**src/rtl/transaction_timer_pkg.sv**
```systemverilog
// Shared types for the transaction timer bank: channel state, capture record, index width helper.
package transaction_timer_pkg;

    // Widest counter the capture record can carry; COUNT_SIZE must not exceed this.
    localparam int TT_VALUE_W = 64;

    typedef enum logic [1:0] {IDLE, RUNNING, DONE} ch_state_t;

    typedef struct packed {
        logic [TT_VALUE_W-1:0] value;
        logic                  overflow;
        logic                  timeout;
    } cap_rec_t;

    function automatic int ch_w(input int n);
        return (n > 1) ? $clog2(n) : 1;
    endfunction

endpackage

```
**src/rtl/transaction_timer_bank_if.sv**
```systemverilog
// Capture port of the timer bank: one registered record per valid/ready handshake.
interface transaction_timer_bank_if #(
    parameter int CH_W       = 2,
    parameter int COUNT_SIZE = 32
) ();
    logic                  o_cap_valid;
    logic                  i_cap_ready;
    logic [CH_W-1:0]       o_cap_ch;
    logic [COUNT_SIZE-1:0] o_cap_value;
    logic                  o_cap_overflow;
    logic                  o_cap_timeout;

    modport master (output o_cap_valid, o_cap_ch, o_cap_value, o_cap_overflow, o_cap_timeout,
                    input  i_cap_ready);
    modport slave  (input  o_cap_valid, o_cap_ch, o_cap_value, o_cap_overflow, o_cap_timeout,
                    output i_cap_ready);
endinterface

```
**src/rtl/transaction_timer_bank_timer_channel.sv**
```systemverilog
// One elapsed-cycle timer: IDLE -> RUNNING -> DONE -> IDLE, counter frozen while DONE.
// TT_TIMEOUT_EN adds a timeout threshold that ends a measurement without a stop strobe.
module timer_channel
    import transaction_timer_pkg::*;
#(
    parameter int COUNT_SIZE = 32
) (
    input  logic                  clk,
    input  logic                  rst_n,
    input  logic                  start,
    input  logic                  stop,
    input  logic                  clear,
    input  logic                  saturate,
    input  logic                  retire,
`ifdef TT_TIMEOUT_EN
    input  logic [COUNT_SIZE-1:0] timeout_value,
`endif
    output logic                  busy,
    output logic                  done,
    output cap_rec_t              rec
);

    ch_state_t             state, state_nxt;
    logic [COUNT_SIZE-1:0] count, count_nxt;
    logic                  ovf, ovf_nxt, tmo, tmo_nxt, tmo_hit;

`ifdef TT_TIMEOUT_EN
    assign tmo_hit = (timeout_value != '0) && (count == timeout_value);
`else
    assign tmo_hit = 1'b0;
`endif

    always_ff @(posedge clk) begin
        if (!rst_n) begin
            state <= IDLE;
            count <= '0;
            ovf   <= 1'b0;
            tmo   <= 1'b0;
        end else begin
            state <= state_nxt;
            count <= count_nxt;
            ovf   <= ovf_nxt;
            tmo   <= tmo_nxt;
        end
    end

    always_comb begin
        state_nxt = state;
        count_nxt = count;
        ovf_nxt   = ovf;
        tmo_nxt   = tmo;
        if (clear) begin
            state_nxt = IDLE;
            count_nxt = '0;
            ovf_nxt   = 1'b0;
            tmo_nxt   = 1'b0;
        end else begin
            case (state)
                IDLE: if (start) begin
                    state_nxt = RUNNING;
                    count_nxt = COUNT_SIZE'(1);
                    ovf_nxt   = 1'b0;
                    tmo_nxt   = 1'b0;
                end
                RUNNING: begin
                    // The count visible this cycle is the measurement; stop beats timeout.
                    if (stop) begin
                        state_nxt = DONE;
                        tmo_nxt   = 1'b0;
                    end else if (tmo_hit) begin
                        state_nxt = DONE;
                        tmo_nxt   = 1'b1;
                    end else if (&count) begin
                        ovf_nxt   = 1'b1;
                        count_nxt = saturate ? count : '0;
                    end else begin
                        count_nxt = count + COUNT_SIZE'(1);
                    end
                end
                DONE:    if (retire) state_nxt = IDLE;
                default: state_nxt = IDLE;
            endcase
        end
    end

    assign busy = (state == RUNNING);
    assign done = (state == DONE);
    assign rec  = '{value: TT_VALUE_W'(count), overflow: ovf, timeout: tmo};

endmodule

```
**src/rtl/transaction_timer_bank.sv**
```systemverilog
// Bank of NUM_CH timers draining finished measurements through a fixed-priority registered capture port.
// Optional feature macro: TT_TIMEOUT_EN (adds i_timeout_value and drives o_cap_timeout).
module transaction_timer_bank
    import transaction_timer_pkg::*;
#(
    parameter int NUM_CH     = 4,
    parameter int COUNT_SIZE = 32
) (
    input  logic                  clk,
    input  logic                  rst_n,
    input  logic [NUM_CH-1:0]     i_start,
    input  logic [NUM_CH-1:0]     i_stop,
    input  logic [NUM_CH-1:0]     i_clear,
    input  logic                  i_saturate,
`ifdef TT_TIMEOUT_EN
    input  logic [COUNT_SIZE-1:0] i_timeout_value,
`endif
    output logic [NUM_CH-1:0]     o_busy,
    transaction_timer_bank_if.master cap
);

    localparam int CH_W = ch_w(NUM_CH);

    logic [NUM_CH-1:0]    done_vec, presented, retire, eligible;
    cap_rec_t [NUM_CH-1:0] recs;
    logic                 handshake, clear_presented, gnt_any, cap_tmo;
    logic [CH_W-1:0]      gnt_idx;

    for (genvar g = 0; g < NUM_CH; g++) begin : g_ch
        timer_channel #(.COUNT_SIZE(COUNT_SIZE)) u_ch (
            .clk           (clk),
            .rst_n         (rst_n),
            .start         (i_start[g]),
            .stop          (i_stop[g]),
            .clear         (i_clear[g]),
            .saturate      (i_saturate),
            .retire        (retire[g]),
`ifdef TT_TIMEOUT_EN
            .timeout_value (i_timeout_value),
`endif
            .busy          (o_busy[g]),
            .done          (done_vec[g]),
            .rec           (recs[g])
        );
    end

    assign handshake = cap.o_cap_valid & cap.i_cap_ready;

    always_comb begin
        presented = '0;
        if (cap.o_cap_valid) presented[cap.o_cap_ch] = 1'b1;
        clear_presented = |(presented & i_clear);
        retire   = handshake ? presented : '0;
        // The presented channel is either retiring or still owns the port; never re-grant it.
        eligible = done_vec & ~presented & ~i_clear;
        gnt_any  = 1'b0;
        gnt_idx  = '0;
        for (int i = NUM_CH - 1; i >= 0; i--) begin
            if (eligible[i]) begin
                gnt_any = 1'b1;
                gnt_idx = CH_W'(i);
            end
        end
    end

    always_ff @(posedge clk) begin
        if (!rst_n) begin
            cap.o_cap_valid    <= 1'b0;
            cap.o_cap_ch       <= '0;
            cap.o_cap_value    <= '0;
            cap.o_cap_overflow <= 1'b0;
            cap_tmo            <= 1'b0;
        end else if (clear_presented) begin
            cap.o_cap_valid <= 1'b0;
        end else if (!cap.o_cap_valid || handshake) begin
            cap.o_cap_valid <= gnt_any;
            if (gnt_any) begin
                cap.o_cap_ch       <= gnt_idx;
                cap.o_cap_value    <= recs[gnt_idx].value[COUNT_SIZE-1:0];
                cap.o_cap_overflow <= recs[gnt_idx].overflow;
                cap_tmo            <= recs[gnt_idx].timeout;
            end
        end
    end

`ifdef TT_TIMEOUT_EN
    assign cap.o_cap_timeout = cap_tmo;
`else
    assign cap.o_cap_timeout = 1'b0;
`endif

    // Upper record bits beyond COUNT_SIZE are always zero.
    logic unused_bits;
    assign unused_bits = ^{recs, cap_tmo};

endmodule

```
**src/flat_wrapper.sv**
```systemverilog
// flat-port wrapper written by rule: the top's interface ports become plain ports
module transaction_timer_bank_flat import transaction_timer_pkg::*;
#(
    parameter int NUM_CH     = 4,
    parameter int COUNT_SIZE = 32
)
  (clk, rst_n, i_start, i_stop, i_clear, i_saturate, o_busy, cap_o_cap_valid, cap_o_cap_ch, cap_o_cap_value, cap_o_cap_overflow, cap_o_cap_timeout, cap_i_cap_ready);
  transaction_timer_bank_if #(.CH_W(2), .COUNT_SIZE(COUNT_SIZE)) cap_i ();
  input  logic clk;
  input  logic rst_n;
  input  logic [NUM_CH-1:0] i_start;
  input  logic [NUM_CH-1:0] i_stop;
  input  logic [NUM_CH-1:0] i_clear;
  input  logic i_saturate;
  output logic [NUM_CH-1:0] o_busy;
  output wire logic [$bits(cap_i.o_cap_valid)-1:0] cap_o_cap_valid;
  output wire logic [$bits(cap_i.o_cap_ch)-1:0] cap_o_cap_ch;
  output wire logic [$bits(cap_i.o_cap_value)-1:0] cap_o_cap_value;
  output wire logic [$bits(cap_i.o_cap_overflow)-1:0] cap_o_cap_overflow;
  output wire logic [$bits(cap_i.o_cap_timeout)-1:0] cap_o_cap_timeout;
  input wire logic [$bits(cap_i.i_cap_ready)-1:0] cap_i_cap_ready;
  assign cap_o_cap_valid = cap_i.o_cap_valid;
  assign cap_o_cap_ch = cap_i.o_cap_ch;
  assign cap_o_cap_value = cap_i.o_cap_value;
  assign cap_o_cap_overflow = cap_i.o_cap_overflow;
  assign cap_o_cap_timeout = cap_i.o_cap_timeout;
  assign cap_i.i_cap_ready = cap_i_cap_ready;
  transaction_timer_bank #(.NUM_CH(NUM_CH), .COUNT_SIZE(COUNT_SIZE)) u_core (.clk(clk), .rst_n(rst_n), .i_start(i_start), .i_stop(i_stop), .i_clear(i_clear), .i_saturate(i_saturate), .o_busy(o_busy), .cap(cap_i));
endmodule
```
**config.mk**
```make
export PLATFORM = sky130hd
export DESIGN_NAME = transaction_timer_bank_flat
export DESIGN_NICKNAME = d
export VERILOG_FILES = /design/src/rtl/transaction_timer_pkg.sv /design/src/rtl/transaction_timer_bank_if.sv /design/src/rtl/transaction_timer_bank_timer_channel.sv /design/src/rtl/transaction_timer_bank.sv /design/src/flat_wrapper.sv
export SDC_FILE = /design/constraint.sdc
export NUM_CORES = 1
export LEC_CHECK = 0
export BUFFER_PORTS_ARGS = -buffer_cell sky130_fd_sc_hd__buf_2
export CAP_MARGIN = 15
export CORE_ASPECT_RATIO = 0.9
export CORE_MARGIN = 1
export CORE_UTILIZATION = 40
export DETAILED_ROUTE_END_ITERATION = 7
export SLEW_MARGIN = 10
export SYNTH_ARGS = -nofsm -noshare
export SYNTH_HDL_FRONTEND = slang
export SYNTH_SLANG_ARGS = --single-unit
export TNS_END_PERCENT = 30
```
**constraint.sdc**
```tcl
create_clock -name clk -period 2.82 [get_ports clk]
set_input_delay 0.705 -clock clk [delete_from_list [all_inputs] [get_ports clk]]
set_output_delay 0.705 -clock clk [all_outputs]
set_load 0.01 [all_outputs]
```
# ---- Yosys cells after proc, flatten, opt, wreduce, memory -nomap -nowiden
# Index checks and enable logic that the tools add are counted.
dict set report word_totals {
  regBits 180
}
dict set report op_classes {
  order_cmp 3
  addsub 4
  mux 71
  reduce_logical 38
  bitwise 8
  n_eq_ne 32
}
# cell n
set ops {}
lappend ops {{2-to-1 mux 32 bit} 13}
lappend ops {{case mux 32 bit (2 select lines)} 4}
lappend ops {{binary-select mux 66 bit (select 2 bit)} 1}
lappend ops {{adder 32 x 1 -> 32 bit (second input constant)} 4}
lappend ops {{AND reduction 32 bit} 4}
lappend ops {{2-to-1 mux 34 bit} 1}
lappend ops {{2-to-1 mux 2 bit} 16}
lappend ops {{AND reduction 4 bit} 8}
lappend ops {{AND reduction 3 bit} 9}
lappend ops {{inequality test 2 bit (second input constant)} 12}
lappend ops {{case mux 2 bit (3 select lines)} 4}
lappend ops {{2-to-1 mux 1 bit} 21}
lappend ops {{inequality test 2 x 1 -> 1 bit (second input constant)} 8}
lappend ops {{case mux 1 bit (2 select lines)} 8}
lappend ops {{AND 4 bit} 3}
lappend ops {{inequality test 3 bit (second input constant)} 4}
lappend ops {{equality test 2 x 1 -> 1 bit (second input constant)} 4}
lappend ops {{equality test 2 bit (second input constant)} 4}
lappend ops {{zero test 2 bit} 4}
lappend ops {{2-to-1 mux 4 bit} 2}
lappend ops {{inverter 4 bit} 2}
lappend ops {{nonzero test 2 bit} 4}
lappend ops {{OR reduction 2 bit} 4}
lappend ops {{< comparator 2 x 3 -> 1 bit (second input constant)} 2}
lappend ops {{other kinds (9)} 10}

# ---- Longest topological paths before layout
# Gate-level depths: netlist (run 1).
dict set report depth {
  depth_word 14
  depth_mapped 10
  ltp_nobuf 7
}

# ---- Modules after synthesis
# A second synthesis (run 1) with hierarchy kept.
dict set report hier_totals {
  hier_cells 1499
  area_unflattened_um2 11989.0
}
# module seq_area_each_um2 area_per_inst_um2 cells_per_inst n_inst
set by_module_without_submodules {}
lappend by_module_without_submodules {timer_channel 700.7 2354.8 305 4}
lappend by_module_without_submodules {transaction_timer_bank 720.7 2570.0 279 1}

# ---- Least setup slack after synthesis (run 1)
# OpenSTA, ideal clock, no wires.
dict set report synth_timing {
  path_kind {in2reg}
  startpoint {input i_clear[3]}
  endpoint {register u_core.cap.o_cap_value[0]}
  arrival_time_ns 2.223
  setup_slack_ns 0.472
  cell_stages 8
  required_time_ns 2.695
  path_cell_list {mux4_2 nand2b_1 a32o_2 and2_1 buf_2 buf_2 a32oi_1 o21ai_0}
}
dict set report synth_via {
  elab_chain_len 8
  elab_cells_between_ends 16
}
# element line_no
set synth_rtl {}
lappend synth_rtl {{start: declaration} flat_wrapper.sv:13} ;# input logic [NUM_CH-1:0] i_clear;
lappend synth_rtl {{inverter 4 bit} transaction_timer_bank.sv:55} ;# eligible = done_vec & ~presented & ~i_clear;
lappend synth_rtl {{AND 4 bit} transaction_timer_bank.sv:55}
lappend synth_rtl {{2-to-1 mux 2 bit (4 in series)} transaction_timer_bank.sv:59} ;# if (eligible[i]) begin
lappend synth_rtl {{binary-select mux 66 bit (select 2 bit)} transaction_timer_bank.sv:79} ;# cap.o_cap_value <= recs[gnt_idx].value[COUNT_SIZE-1:0];
lappend synth_rtl {{2-to-1 mux 34 bit (implied by the code)} transaction_timer_bank.sv:79}
lappend synth_rtl {{end signal: assignment} transaction_timer_bank.sv:79}
lappend synth_rtl {{end: declaration} transaction_timer_bank_if.sv:13} ;# modport master (output o_cap_valid, o_cap_ch, o_cap_value, o_cap_overflow, o_cap_timeout,
# Several ways; a longest one is shown, not always the timed one. The select of a mux whose other input is x is not followed.
# A chain may end at the register's enable or synchronous reset.

# ---- Worst setup path after layout (run 1)
dict set report layout_timing {
  startpoint {register u_core.g_ch[1].u_ch.count[24]}
  endpoint {register u_core.g_ch[1].u_ch.count[15]}
}
dict set report layout_via {
  elab_chain_len 4
  elab_cells_between_ends 6
}
# element line_no
set layout_rtl {}
lappend layout_rtl {{start: declaration} transaction_timer_bank_timer_channel.sv:24} ;# logic [COUNT_SIZE-1:0] count, count_nxt;
lappend layout_rtl {{start signal: assignment} transaction_timer_bank_timer_channel.sv:41} ;# count <= count_nxt;
lappend layout_rtl {{AND reduction 32 bit *} transaction_timer_bank_timer_channel.sv:73} ;# end else if (&count) begin
lappend layout_rtl {{2-to-1 mux 32 bit} transaction_timer_bank_timer_channel.sv:73}
lappend layout_rtl {{2-to-1 mux 32 bit} transaction_timer_bank_timer_channel.sv:67} ;# if (stop) begin
lappend layout_rtl {{case mux 32 bit (2 select lines)} transaction_timer_bank_timer_channel.sv:58} ;# case (state)
# Every way passes the cells marked *; elsewhere a longest branch is shown, timed or not. The select of a mux whose other input is x is not followed.

==> results.ini, run 1 <==
[pwr]
power_uw = 5400
p_leak_uw = 0.00387
powerDensity_mw_per_mm2 = 481
peakVddDrop_v = 0.000371

[finish]
area_growth_pct = 15.3
antenna_cells = 0
num-fill-cells = 2343
fin_nets = 1303
final_cell_mix = dfxtp_1, nand2_1, nor2_1, nor3_1, buf_4
layout-drive-gt1-share_pct = 16.1
final_common_cell = dfxtp_1

[cts]
ctsResizeCount = 0
clk_path_buf_depth = 2
root_buffer = clkbuf_16
cts.htree.levels = 4
insertion_delay_ps = 440
cts.sinks = 176
cts_buffers = 17
cts_tree = yes
post_cts_buffers = 0
clkTransAtPathRegs_ps = 70
hold_buffers = 0

[drt]
vias = 9839
first_pass_iters = 8
antenna_left = 0
routed_via_density = 6.16
wire_per_inst_um = 21.4
drtIter0Drc = 1128
drc = 3
totalWireLength_mm = 34.2

[setup_path]
critPathCaptureType = flop
rr_worst_depth = 6
rr_endpoint = u_core.g_ch[1].u_ch.count[15]
crit_path_top_delay_cell = dfxtp_1
r2r-start = u_core.g_ch[1].u_ch.count[24]
crit_family = simple AND/OR/NAND/NOR gates
timing_worst_setup_path_type = flop to flop
cp.required_ps = 3180
rrSetupSlack_ps = 360
worstPathArrival_ps = 2820
path_max_fanout = 8
cp.buffers_inverters = 0
slowest_delay_ps = 500
critPathLaunchType = flop
cp_cell_sequence = nand4_1 -> nor3_1 -> nor4b_4 -> a31o_2 -> nand2_1 -> a31oi_1

[grt]
grt_usage_pct = 27.3
grt_pass1_wl_mm = 52.1
grt_pass1_vias = 8627
grt.overflow.total = 0
grt_max_degree = 57
antenna_found_initial = 1

[synthesis]
synth_top_area_share_pct = 36.1
synth-edff-count = 0
syn_avg_cell_area_um2 = 8.04
syn-num-nets = 1233
synth_ff_type = dfxtp_1
synth.area.top_cells = dfxtp_1, nand2_1, nor2_1, nor3_1, o21ai_0
yosysUniqueCellTypes = 77
synth_top_area_cell = dfxtp_1
synth_seq_cells = 176
async_reset_ff_share_pct = 0
ys_seq_area_share_pct = 36.1
ys_warn_count = 0
syn_inst = 1213
syn_area_mm2 = 0.00975

[place]
place.gp.congestion = 0.915
port_buffers = 55
dp_hpwl_mm = 26.0

[floorplan]
ios = 57
row_count = 53
die_w_um = 167
die-area_mm2 = 0.0250
die_h_um = 150
start_util_pct = 41.3
core_area_mm2 = 0.0236

[status]
violations = design-rule violations
outcome = finished, violations left

[sta]
fmax_ghz = 0.406
slew_viol_final = 0
slew_headroom_pct = 47.6
post-route-min-period_ps = 2460
worst_pin_slew_ps = 778
setup_violations = 0
grt_setup_unrepaired = false
hold_viol_final = 0
setup_tns_ps = 0
skew_ps = 11.7
fin_hold_ws_ps = 467
finalCritPeriodShare_pct = 87.3

[worst_hold_path]
hold_end = u_core.cap.o_cap_value[20]
holdCritPathClass = flop to flop
hold_start = u_core.cap.o_cap_value[20]
min_path_cells = 2

[run]
drv_cap = 0

-- Yosys cell counts, types with 11 or more instances --
cell type / instances
a21oi_1: 66
and4_1: 20
or3_1: 17
a32oi_1: 12
nor4_1: 22
o21ai_0: 69
and3_1: 21
mux2i_1: 15
nand2b_1: 20
buf_2: 26
xnor2_1: 33
o221ai_1: 21
o31ai_1: 34
buf_6: 11
nor3_1: 77
nand2_1: 115
nand4_1: 37
nor2_1: 111
and2_1: 13
mux2_2: 12
a31oi_1: 26
clkbuf_1: 33
inv_1: 17
dfxtp_1: 176
nand3_1: 62
-- tightest hold or removal path, stage by stage, from the launching register on --
cell and delay, ps:
dfxtp_1 340, nand2_1 50, o31ai_1 50
-- report_power, final --
part	internal, uW	switching, uW
Clock	1510	1070
Sequential	2490	12.3
Combinational	102	219
Total	4100	1300
-- routing by layer --
metal | wire, um | up-vias | GRT usage, %
li1 | - | 4672 | -
met1 | 16500 | 4724 | 40.4
met2 | 14400 | 411 | 40.1
met3 | 2580 | 32 | 4.68
met4 | 735 | 0 | 8.15
met5 | 0 | - | 0
-- area by class of cell --
type,instances,area [um2],share of cell area [%]
multi-input cells,933,5690,50.6
flip-flops and latches,176,3520,31.4
repair buffers,137,953,8.49
clock buffers,18,439,3.91
well taps,302,378,3.36
clock inverters,13,185,1.65
inverters,18,67.6,0.601
-- worst max path at each step --
| stage | startpoint | endpoint | slack [ps] | cells after the start |
|---|---|---|---|---|
| final | u_core.g_ch[1].u_ch.count[24] | u_core.g_ch[1].u_ch.count[15] | 360 | 6 |
| after global routing | u_core.g_ch[1].u_ch.count[24] | u_core.g_ch[1].u_ch.count[15] | 180 | 6 |
| after CTS | u_core.g_ch[1].u_ch.count[8] | u_core.g_ch[1].u_ch.count[15] | 400 | 6 |
| after detailed placement | i_clear[3] | u_core.cap.o_cap_value[25] | 250 | 8 |
| after global placement | i_clear[3] | u_core.cap.o_cap_value[26] | 280 | 8 |
| after floorplan | i_clear[3] | u_core.cap.o_cap_value[0] | 470 | 8 |
-- metrics by stage --
step / cells / setup WS [ps] / utilization (%) / cell area [um2]
4_1_cts: 1597 / 400 / 47.6 / 11200
5_1_grt: 1597 / 176 / 47.6 / 11200
3_5_place_dp: 1566 / 246 / 44.9 / 10600
3_3_place_gp: 1566 / 283 / 44.9 / 10600
6_report: 1597 / 358 / 47.6 / 11200
2_1_floorplan: 1213 / 472 / - / 9750
-- flip-flops by register name (all words and copies together), names as in the netlist --
| register | cells |
|---|---|
| u_core.cap.o_cap_overflow | 1 |
| u_core.g_ch.u_ch.state | 8 |
| u_core.g_ch.u_ch.count | 128 |
| u_core.cap.o_cap_value | 32 |
| u_core.cap.o_cap_ch | 2 |
| u_core.g_ch.u_ch.ovf | 4 |
| u_core.cap.o_cap_valid | 1 |
-- kinds of logic (layout without fill, tap and decap cells) --
kind of cell / Yosys count / in the layout / synth area share, %
xor+xnor: 43 / 43 / 3.86
simple gates: 553 / 553 / 29.5
flops: 176 / 176 / 36.1
buf+inv: 104 / 186 / 5.62
fa+ha+maj: 4 / 4 / 0.513
other cells: 1 / 1 / 0.0385
compound gates: 304 / 304 / 21.2
mux: 28 / 28 / 3.16
Power figures use the tool's default switching activity.
==> inputs of run 2 (changes only) <==
--- a/config.mk
+++ b/config.mk
@@ -14,5 +14,6 @@
 export SLEW_MARGIN = 10
 export SYNTH_ARGS = -nofsm -noshare
 export SYNTH_HDL_FRONTEND = slang
+export SYNTH_HIERARCHICAL = 1
 export SYNTH_SLANG_ARGS = --single-unit
 export TNS_END_PERCENT = 30
==> run 2 against run 1 <==
- the run now ends clean
- combinational power increased by 9.3%
- via count increased by 19%
- sequential share of layout area decreased by 3.1 points
- global-route usage increased by 0.77 points
- utilization decreased by 1.3 points
- register-to-register slack got worse by 40 ps
- area after synthesis increased by 13%
- flip-flop and latch count unchanged
- total power decreased by 2.3%
- critical path depth decreased by 1
- critical path type unchanged
- largest cell class unchanged
- largest power group is now sequential cells
- highest routed layer unchanged
==> results.ini, run 2 <==
[synthesis]
ys_warn_count = 6  ; was 0
syn_avg_cell_area_um2 = 8.06  ; was 8.04 um2
syn_inst = 1363  ; was 1,213
syn_area_mm2 = 0.0110  ; was 0.00975 mm2
syn-num-nets = 1383  ; was 1,233

[drt]
drc = 0  ; was 3
vias = 11700  ; was 9,839
totalWireLength_mm = 39.6  ; was 34.2 mm
first_pass_iters = 5  ; was 8
drtIter0Drc = 1310  ; was 1,128
antenna_left = 0  ; unchanged
routed_via_density = 6.53  ; was 6.16
wire_per_inst_um = 22.1  ; was 21.4 um

[cts]
ctsResizeCount = 0  ; unchanged
clkTransAtPathRegs_ps = 80  ; was 70 ps
cts_buffers = 17  ; unchanged
post_cts_buffers = 0  ; unchanged
root_buffer = clkbuf_16  ; unchanged
cts.htree.levels = 4  ; unchanged
clk_path_buf_depth = 2  ; unchanged
cts_tree = yes  ; unchanged
insertion_delay_ps = 460  ; was 440 ps
cts.sinks = 176  ; unchanged
hold_buffers = 0  ; unchanged

[run]
drv_cap = 0  ; unchanged

[worst_hold_path]
holdCritPathClass = flop to flop  ; unchanged
min_path_cells = 1  ; was 2

[setup_path]
cp.required_ps = 3160  ; was 3180 ps
cp.buffers_inverters = 0  ; unchanged
crit_cells = 5  ; was 6
critPathLaunchType = flop  ; unchanged
timing_worst_setup_path_type = flop to flop  ; unchanged
rr_worst_depth = 5  ; was 6
cp_cell_sequence = nand3_1 -> or4_1 -> o31a_1 -> a31o_2 -> o211a_1  ; was nand4_1 -> nor3_1 -> nor4b_4 -> a31o_2 -> nand2_1 -> a31oi_1
critPathCaptureType = flop  ; unchanged
slowest_delay_ps = 700  ; was 500 ps
path_max_fanout = 9  ; was 8
crit_path_top_delay_cell = or4_1  ; was dfxtp_1
crit_family = simple AND/OR/NAND/NOR gates  ; unchanged
worstPathArrival_ps = 2840  ; was 2820 ps

[pwr]
power_uw = 5280  ; was 5400 uW
combPwrFrac_pct = 6.7  ; was 5.9%
p_leak_uw = 0.00411  ; was 0.00387 uW
peakVddDrop_v = 0.000438  ; was 0.000371 V
powerDensity_mw_per_mm2 = 423  ; was 481 mW/mm2
p_clk_share_pct = 45.9  ; was 47.7%
power_frac_seq_pct = 47.4  ; was 46.4%
p_int_uw = 3830  ; was 4100 uW
p_sw_uw = 1440  ; was 1300 uW
p_sw_share_pct = 27.3  ; was 24.1%

[floorplan]
die_h_um = 159  ; was 150 um
die-area_mm2 = 0.0281  ; was 0.0250 mm2
row_count = 57  ; was 53
ios = 57  ; unchanged
core_area_mm2 = 0.0270  ; was 0.0236 mm2
start_util_pct = 40.7  ; was 41.3%
die_w_um = 177  ; was 167 um

[finish]
fin_nets = 1441  ; was 1,303
layout-drive-gt1-share_pct = 16.4  ; was 16.1%
regMostFlops = u_core/g_ch.u_ch/count  ; was u_core.g_ch.u_ch.count
area_growth_pct = 13.6  ; was 15.3%
largest_register_ffs = 128  ; unchanged
final_common_cell = dfxtp_1  ; unchanged
final_cell_mix = dfxtp_1, nand2_1, buf_4, a21oi_1, a31oi_1  ; was dfxtp_1, nand2_1, nor2_1, nor3_1, buf_4
antenna_cells = 0  ; unchanged
top_regs = u_core/g_ch.u_ch/count: 128 flops, u_core/cap.o_cap_value: 32 flops, u_core/g_ch.u_ch/state: 8 flops  ; was u_core.g_ch.u_ch.count: 128 flops, u_core.cap.o_cap_value: 32 flops, u_core.g_ch.u_ch.state: 8 flops

[sta]
finalCritPeriodShare_pct = 88.6  ; was 87.3%
slew_viol_final = 0  ; unchanged
slew_headroom_pct = 43.7  ; was 47.6%
worst_pin_slew_ps = 840  ; was 778 ps
hold_viol_final = 0  ; unchanged
setup_violations = 0  ; unchanged
setup_tns_ps = 0  ; unchanged
skew_ps = 15.0  ; was 11.7 ps
post-route-min-period_ps = 2500  ; was 2460 ps
grt_setup_unrepaired = false  ; unchanged
fmax_ghz = 0.400  ; was 0.406 GHz

[grt]
grt_pass1_vias = 10400  ; was 8,627
grt_max_degree = 44  ; was 57
antenna_found_initial = 1  ; unchanged
grt_pass1_wl_mm = 61.7  ; was 52.1 mm
grt_usage_pct = 28.1  ; was 27.3%
grt.overflow.total = 0  ; unchanged

[place]
place.gp.congestion = 0.910  ; was 0.915
dp_hpwl_mm = 29.1  ; was 26.0 mm
port_buffers = 55  ; unchanged

[status]
outcome = finished clean  ; was finished, violations left

[run 2: path summary, 6_finish.rpt]
check                                             startpoint                       endpoint  slack, ps
worst max register to register  u_core/g_ch[1].u_ch/count[4]  u_core/g_ch[1].u_ch/count[16]        320
worst max-delay path            u_core/g_ch[1].u_ch/count[4]  u_core/g_ch[1].u_ch/count[16]        320
worst min register to register       u_core/g_ch[3].u_ch/ovf        u_core/g_ch[3].u_ch/ovf        480
worst min-delay path                 u_core/g_ch[3].u_ch/ovf        u_core/g_ch[3].u_ch/ovf        480
[run 2: metal layers]
| layer | vias to the layer above | share of wire [%] | track usage, % |
|---|---|---|---|
| met5 | - | 0 | 0 |
| met1 | 5613 | 45 | 40.0 |
| met3 | 60 | 7.1 | 3.89 |
| met2 | 530 | 45 | 42.7 |
| li1 | 5475 | - | - |
| met4 | 0 | 3.1 | 10.3 |
[run 2: worst reg2reg max path: stages, from the launching register on]
cell and delay [ps]:
dfxtp_1 540, nand3_1 320, or4_1 700, o31a_1 440
a31o_2 250, o211a_1 130
[run 2: layout make-up]
cell class                 instances  area [um2]
fill                            2701       14500
multi-input combinational       1065        6920
sequential                       176        3520
timing repair buffer             144         956
tap                              354         443
clock buffer                      17         425
clock inverter                    15         151
inverter                          17        63.8
[run 2: power by group through the flow]
stage          combinational, uW  sequential [uW]  clock, uW
2_1_floorplan                215             2560          0
3_3_place_gp                 345             2560          0
3_5_place_dp                 344             2560          0
4_1_cts                      345             2500       2450
5_1_grt                      376             2500       2560
6_report                     351             2500       2420
[run 2: metrics by stage]
step                hold slack, ps  util, %  setup slack (ps)  cells  instance area, um2
floorplan                      442        -               598   1363               11000
global placement               453     44.2               304   1756               11900
detailed placement             464     44.2               255   1756               11900
CTS                            480     46.3               349   1788               12500
global route                   500     46.3               211   1788               12500
finish                         481     46.3               323   1788               12500
